$ cat config.mk
export PLATFORM = sky130hd
export DESIGN_NAME = clk_rst_gen
export DESIGN_NICKNAME = d
export VERILOG_FILES = /design/src/rtl/clk_rst_gen.sv
export SDC_FILE = /design/constraint.sdc
export NUM_CORES = 1
export LEC_CHECK = 0
export CAP_MARGIN = 20
export CORE_ASPECT_RATIO = 1.25
export CORE_MARGIN = 4
export CORE_UTILIZATION = 59
export DETAILED_ROUTE_END_ITERATION = 10
export PLACE_DENSITY = 0.84
export SLEW_MARGIN = 30
export SYNTH_ARGS = -nofsm -noshare
export SYNTH_HDL_FRONTEND = slang
export SYNTH_SLANG_ARGS = --single-unit
$ cat constraint.sdc
create_clock -name clk_50M -period 2.2 [get_ports clk_50M]
set_clock_uncertainty 0.15 [all_clocks]
set_input_delay 0.66 -clock clk_50M [delete_from_list [all_inputs] [get_ports clk_50M]]
set_output_delay 0.66 -clock clk_50M [all_outputs]
set_load 0.03 [all_outputs]
$ cat src/rtl/clk_rst_gen.sv
// Divided system clock, lock/reset-stretch sequencer and debounced push button,
// all clocked by clk_50M.
module clk_rst_gen #(
    parameter int unsigned DIV             = 5,
    parameter int unsigned LOCK_CYCLES     = 1024,
    parameter int unsigned RST_STRETCH     = 16,
    parameter int unsigned DEBOUNCE_CYCLES = 500000
) (
    input  logic clk_50M,
    input  logic reset_btn,
    input  logic push_btn,
    output logic clk_sys,
    output logic clk_sys_en,
    output logic locked,
    output logic sys_rst,
    output logic btn_level,
    output logic btn_pulse
);
    localparam int unsigned DIV_W  = $clog2(DIV);
    localparam int unsigned LOCK_W = $clog2(LOCK_CYCLES + 1);
    localparam int unsigned STR_W  = $clog2(RST_STRETCH + 1);
    localparam int unsigned DEB_W  = $clog2(DEBOUNCE_CYCLES + 1);

    localparam logic [DIV_W-1:0]  DIV_LAST  = DIV_W'(DIV - 1);
    localparam logic [DIV_W-1:0]  DIV_HALF  = DIV_W'(DIV / 2);
    localparam logic [LOCK_W-1:0] LOCK_LAST = LOCK_W'(LOCK_CYCLES - 1);
    localparam logic [STR_W-1:0]  STR_LAST  = STR_W'(RST_STRETCH - 1);
    localparam logic [DEB_W-1:0]  DEB_LAST  = DEB_W'(DEBOUNCE_CYCLES - 1);

    typedef enum logic [1:0] {
        S_WAIT,
        S_STRETCH,
        S_RUN
    } state_t;

    logic [DIV_W-1:0]  div_cnt;
    logic [DIV_W-1:0]  div_nxt;
    state_t            state;
    state_t            state_nxt;
    logic [LOCK_W-1:0] lock_cnt;
    logic [LOCK_W-1:0] lock_cnt_nxt;
    logic [STR_W-1:0]  stretch_cnt;
    logic [STR_W-1:0]  stretch_cnt_nxt;
    logic              locked_nxt;
    logic              sys_rst_nxt;
    logic              sync_q1;
    logic              sync_q2;
    logic [DEB_W-1:0]  deb_cnt;
    logic              btn_toggle;
    logic              btn_rise;
    logic              pending;

    // Divider: clk_sys is high for the first DIV/2 counts of each period
    always_comb begin
        div_nxt = (div_cnt == DIV_LAST) ? '0 : div_cnt + DIV_W'(1);
    end

    always_ff @(posedge clk_50M or negedge reset_btn) begin
        if (!reset_btn) begin
            div_cnt    <= DIV_LAST;
            clk_sys    <= 1'b0;
            clk_sys_en <= 1'b0;
        end else begin
            div_cnt    <= div_nxt;
            clk_sys    <= (div_nxt < DIV_HALF);
            clk_sys_en <= (div_nxt == DIV_LAST);
        end
    end

    // Lock/stretch sequencer state register
    always_ff @(posedge clk_50M or negedge reset_btn) begin
        if (!reset_btn) begin
            state       <= S_WAIT;
            lock_cnt    <= '0;
            stretch_cnt <= '0;
            locked      <= 1'b0;
            sys_rst     <= 1'b1;
        end else begin
            state       <= state_nxt;
            lock_cnt    <= lock_cnt_nxt;
            stretch_cnt <= stretch_cnt_nxt;
            locked      <= locked_nxt;
            sys_rst     <= sys_rst_nxt;
        end
    end

    // Stretch only advances on clk_sys_en so sys_rst drops on a clk_sys rising edge
    always_comb begin
        state_nxt       = state;
        lock_cnt_nxt    = lock_cnt;
        stretch_cnt_nxt = stretch_cnt;
        locked_nxt      = locked;
        sys_rst_nxt     = sys_rst;
        case (state)
            S_WAIT: begin
                lock_cnt_nxt = lock_cnt + LOCK_W'(1);
                if (lock_cnt == LOCK_LAST) begin
                    state_nxt  = S_STRETCH;
                    locked_nxt = 1'b1;
                end
            end
            S_STRETCH: begin
                if (clk_sys_en) begin
                    if (stretch_cnt == STR_LAST) begin
                        state_nxt   = S_RUN;
                        sys_rst_nxt = 1'b0;
                    end else begin
                        stretch_cnt_nxt = stretch_cnt + STR_W'(1);
                    end
                end
            end
            S_RUN: begin
                locked_nxt  = 1'b1;
                sys_rst_nxt = 1'b0;
            end
            default: begin
                state_nxt = S_WAIT;
            end
        endcase
    end

    always_comb begin
        btn_toggle = (sync_q2 != btn_level) && (deb_cnt == DEB_LAST);
        btn_rise   = btn_toggle && !btn_level;
    end

    // Synchronizer and debounce: level flips after DEBOUNCE_CYCLES mismatching samples
    always_ff @(posedge clk_50M or negedge reset_btn) begin
        if (!reset_btn) begin
            sync_q1   <= 1'b0;
            sync_q2   <= 1'b0;
            deb_cnt   <= '0;
            btn_level <= 1'b0;
        end else begin
            sync_q1 <= push_btn;
            sync_q2 <= sync_q1;
            if (sync_q2 == btn_level) begin
                deb_cnt <= '0;
            end else if (btn_toggle) begin
                deb_cnt   <= '0;
                btn_level <= ~btn_level;
            end else begin
                deb_cnt <= deb_cnt + DEB_W'(1);
            end
        end
    end

    // Press -> one clk_sys-period pulse; presses while busy are ignored
    always_ff @(posedge clk_50M or negedge reset_btn) begin
        if (!reset_btn) begin
            pending   <= 1'b0;
            btn_pulse <= 1'b0;
        end else begin
            if (clk_sys_en) begin
                if (btn_pulse) begin
                    btn_pulse <= 1'b0;
                end else if (pending) begin
                    btn_pulse <= 1'b1;
                    pending   <= 1'b0;
                end
            end
            if (btn_rise && (state == S_RUN) && !pending && !btn_pulse) begin
                pending <= 1'b1;
            end
        end
    end

endmodule

Word level (Yosys, flattened, before mapping)
Index checks and enable logic that the tools add are counted.
{"block": "op_classes", "addsub": 4, "mul": 0, "div_mod_pow": 0, "order_cmp": 1, "eq_ne": 13, "n_shift": 0, "muxes": 17, "bitwise_logic": 4, "n_reduce_logical": 18}
{"op": "2-to-1 mux 19 bit", "n": 2}
{"op": "adder 19 x 1 -> 19 bit, second input constant", "n": 1}
{"op": "== test 19 bit, second input constant", "n": 1}
{"op": "adder 11 x 1 -> 11 bit, second input constant", "n": 1}
{"op": "== test 11 x 10 -> 1 bit, second input constant", "n": 1}
{"op": "2-to-1 mux 1 bit", "n": 8}
{"op": "== test 3 bit, second input constant", "n": 2}
{"op": "2-to-1 mux 2 bit", "n": 3}
{"op": "!= test 2 bit, second input constant", "n": 3}
{"op": "case mux 2 bit (3 select lines)", "n": 1}
{"op": "AND reduction 2 bit", "n": 3}
{"op": "AND reduction 3 bit", "n": 2}
{"op": "nonzero test 2 bit", "n": 3}
{"op": "adder 5 x 1 -> 5 bit, second input constant", "n": 1}
{"op": "== test 5 x 4 -> 1 bit, second input constant", "n": 1}
{"op": "logical AND 1 bit", "n": 5}
{"op": "NOT 1 bit", "n": 4}
{"op": "case mux 1 bit (2 select lines)", "n": 2}
{"op": "AND reduction 4 bit", "n": 1}
{"op": "adder 3 x 1 -> 3 bit, second input constant", "n": 1}
{"op": "zero test 1 bit", "n": 3}
{"op": "< comparator 3 x 2 -> 1 bit, second input constant", "n": 1}
{"op": "2-to-1 mux 3 bit", "n": 1}
{"op": "== test 2 x 1 -> 1 bit, second input constant", "n": 1}
{"op": "other kinds (5)", "n": 5}
{"block": "word_totals", "regBits": 49, "latchBits": 0, "ram_bits": 0, "mem_bits_ro": 0, "out_inout_bits": 6, "word_cells": 71, "memories": 0}

Longest topological paths before layout
{"block": "depth", "ltp_word": 8, "ltp_mapped": 6, "depth_no_buf": 6}

Worst setup path after synthesis
Ideal clock, no wire load.
{"block": "synth_path", "path_kind": "reg-to-reg", "from": "register stretch_cnt[0]", "to": "register stretch_cnt[1]", "arrival_ns": 1.778, "setup_slack_ns": 0.147, "stages_incl_launch_ff": 6, "n_path_buf": 0, "synth_period_minus_slack_ns": 2.053, "path_cell_list": "dfrtp_1 -> ha_1 -> and3_1 -> ha_1 -> nor3_1 -> mux2_2"}
{"block": "synth_between", "elab_chain_len": 3, "word_cells_on_any_way": 4}
{"item": "start: declaration", "line_no": "42", "source": "logic [STR_W-1:0] stretch_cnt;"}
{"item": "start signal: assignment", "line_no": "81", "source": "stretch_cnt <= stretch_cnt_nxt;"}
{"item": "branches (longest 3 deep; another with adder 5 x 1 -> 5 bit)"}
Several ways; the timed one is not identified.
A chain may end at the register's enable or synchronous reset.

Worst setup path in the final report
{"block": "layout_path", "from": "register clk_sys", "to": "output port clk_sys"}
{"item": "start: declaration", "line_no": "12", "source": "output logic clk_sys,"}
{"item": "start signal: assignment", "line_no": "65", "source": "clk_sys <= (div_nxt < DIV_HALF);"}
No word-level cell between the ends.

==> results.md <==
- Max Cap Violations: 0
- Fin nets: between 200 and 250
- Critical path arrival: around 1300 ps
- Status: finished clean
- RSZ-0062 raised after global routing: false
- Setup TNS: 0 ps
- CP required: between 1000 and 1500 ps
- Worst VDD drop: about 0.46 mV
- # Post-CTS Setup Buffers: 0
- CP Class: reg -> out
- Leakage: 0.00116 uW
- Area Growth Syn to Fin: 13.2%
- Synth area leader: dfrtp_1
- Routed len/inst: around 15 um
- Layout cells sized above 1: 13.5%
- Final setup fails: 0
- Vias in the first global route: around 1.6k
- Global-route wire length before repair: approximately 7300 um
- Max Freq: ~0.48 GHz
- Initial antenna violation count: 0
- Worst-path maximum fanout: 1
- Syn Area/Cell: between 10 and 15 sq um
- All-layer global routing usage: a little under a fifth
- Hold WC Path Type: in -> async
- Cell Chain, Critical Path: clkdlybuf4s50_1
- Root buffer cell: clkbuf_8
- #FFs+latches synth: 49
- TritonCTS Buffers: 5
- Final worst-path cycle share: 95.6%
- Congestion Overflow GR: 0
- Reg2Reg Capture Point: deb_cnt[8]$_DFF_PN0_
- Post-synthesis sequential area ratio: about 55%
- Hold WS: ~170 ps
- Via count: 1488
- R2R Path Start: deb_cnt[14]$_DFF_PN0_
- Clock slew at reported path FFs: ~90 ps
- Clock latency on the worst-skew pair: 310 ps
- Synth top area share: a little over half
- Starting Density: a little over three fifths
- CP top delay family: buffers and inverters
- Worst R2R Setup Slack: 170 ps
- Yosys cell types: 30
- Largest net degree at the start of global routing: 50
- Cells on worst reg2reg path: 5
- GPL Wtd Cong: 0.896
- Final slew viol count: 0
- Synth area leaders: dfrtp_1, xnor2_1, nor2_1
- Largest stage delay, worst path: 660 ps
- End of the critical path: clk_sys
- DR pass1 iterations: 4
- CP max stage cell: clkdlybuf4s50_1
- Crit start category: flop
- WL final: between 4000 and 5000 um
- Port bufs: 8
- Hold Vio Cnt, Final: 0
- Clock sink total: between 40 and 50
- Clock buffer depth: 2
- Synthesized net count: about 210
- Mapped Cells: 200
- Power per Cell Area: roughly 600 nW/um^2
- Final worst path period need: between 2000 and 2500 ps
- DR iter-0 viols: 89
- Worst slew pin tran: roughly 660 ps
- Non-filler cells, final: around 260
- Crit end category: output pin
- Worst rel slew slack: a little under three fifths
- Cell Area, Synth: around 2200 sq um
- Final ANT Viol Nets: 0
- TritonCTS clock tree: done
- Filler cell count in the final layout: approximately 250
- H-tree levels: 2
- Buf/Inv on CP: 1
- IO Pins: 9
- Die Y: ~77 um
- Instance count on the critical path: 1
- Placement Rows: 24
- Synth warnings: 0
- # DRC: 0
- Die area: approximately 5000 sq um
- Die width: between 60 and 70 um
- ANT cells: 0
- Vias per Instance: 5.68
- CP startpoint: clk_sys$_DFF_PN0_
- Core Footprint: ~3600 sq um
- Placed Cells: about 250
- Power, Total: about 1500 uW
- DP HPWL: a little under 3000 um
## per-stage QoR
stage | util (%) | setup WS (ps) | instance area [sq um]
final | 71.1 | 96.0 | 2540
after global routing | 71.1 | 49.2 | 2540
after CTS | 70.7 | 11.5 | 2520
after detailed placement | 68.0 | 55.7 | 2430
after global placement | 68.0 | 208 | 2430
after floorplan | - | 147 | 2240
## cells by family (layout without fill, tap and decap cells)
group,after synthesis,in the layout,share of synthesized area [%]
compound gates,9,9,3.73
buf+inv,12,35,2.34
mux,7,7,3.29
fa+ha+maj,6,6,3.34
simple gates,88,88,21.2
xor+xnor,29,29,11.3
flops,49,49,54.7
## power breakdown
group / total (uW) / internal, uW / leakage [uW] / switching (uW)
combinational: 44.8 / 15.5 / 0.000455 / 29.2
clock: 567 / 261 / 0.0000518 / 306
sequential: 914 / 906 / 0.000652 / 7.55
## placed cells by master (no fill, tap or decap), types with 3 or more instances in the layout
| cell type | synthesis | routed |
|---|---|---|
| dfrtp_1 | 47 | 47 |
| nor2_1 | 26 | 26 |
| xnor2_1 | 21 | 21 |
| nand2_1 | 13 | 13 |
| nand3_1 | 12 | 12 |
| inv_1 | 11 | 11 |
| xor2_1 | 8 | 8 |
| nor4_1 | 7 | 7 |
| buf_4 | 0 | 7 |
| nand2b_1 | 6 | 6 |
| nand4_1 | 6 | 6 |
| nor3_1 | 7 | 6 |
| ha_1 | 6 | 6 |
| clkbuf_8 | 0 | 6 |
| mux2i_1 | 4 | 4 |
| dlygate4sd2_1 | 0 | 4 |
| a21oi_1 | 3 | 3 |
| mux2_2 | 3 | 3 |
## routing by layer
| metal | share of wire, % | vias up | global-route usage [%] |
|---|---|---|---|
| li1 | - | 731 | - |
| met4 | 1.9 | 0 | 7.56 |
| met3 | 3.0 | 9 | 4.24 |
| met2 | 53 | 26 | 33.1 |
| met5 | 0 | - | 0 |
| met1 | 42 | 722 | 22.2 |
## state kept, by name, indices dropped and copies added, names as in the netlist
register,count
btn_level,1
btn_pulse,1
clk_sys,1
clk_sys_en,1
deb_cnt,19
div_cnt,3
lock_cnt,11
locked,1
pending,1
state,2
stretch_cnt,5
sync_q1,1
sync_q2,1
sys_rst,1
## worst min path at each step
stage          slack (ps)  cells past startpoint                 endpoint
3_5_place_dp          190                      0        sync_q2$_DFF_PN0_
6_report              170                      2    deb_cnt[10]$_DFF_PN0_
4_1_cts               170                      2  lock_cnt[5]$_DFFE_PN0N_
2_1_floorplan         180                      0        sync_q2$_DFF_PN0_
3_3_place_gp          190                      0        sync_q2$_DFF_PN0_
5_1_grt               180                      2  lock_cnt[6]$_DFFE_PN0N_
## layout make-up
cell class | count | area, sq um | area share (%)
inverters | 11 | 41.3 | 1.62
multi-input cells | 139 | 977 | 38.5
repair buffers | 16 | 145 | 5.71
flip-flops and latches | 49 | 1230 | 48.4
well taps | 39 | 48.8 | 1.92
clock inverters | 2 | 17.5 | 0.689
clock buffers | 6 | 82.6 | 3.25
## cells in the mapped netlist
library cell,number
nor4_2,2
nand3_1,12
nor2_1,26
nand2_1,13
dfstp_2,2
nand4_1,6
dfrtp_1,47
nor4_4,1
mux2_2,3
a21oi_1,3
o21ai_0,1
xor2_1,8
o41ai_4,1
and3_1,2
nand4_2,2
nor3b_1,1
xnor2_1,21
nand3b_1,1
a31o_2,1
ha_1,6
nand2b_1,6
buf_6,1
o211a_1,1
mux2i_1,4
inv_1,11
nor3_1,7
a22o_1,1
and4_1,2
o31a_1,1
nor4_1,7
## timing repair
item / 4_1_cts / 5_1_grt
pin swaps: 0 / 1
setup endpoints to repair: 4 / 11
gates resized for setup: 4 / 3
hold buffers: 0 / 0
Note: power is estimated with default switching activity, not from simulation.
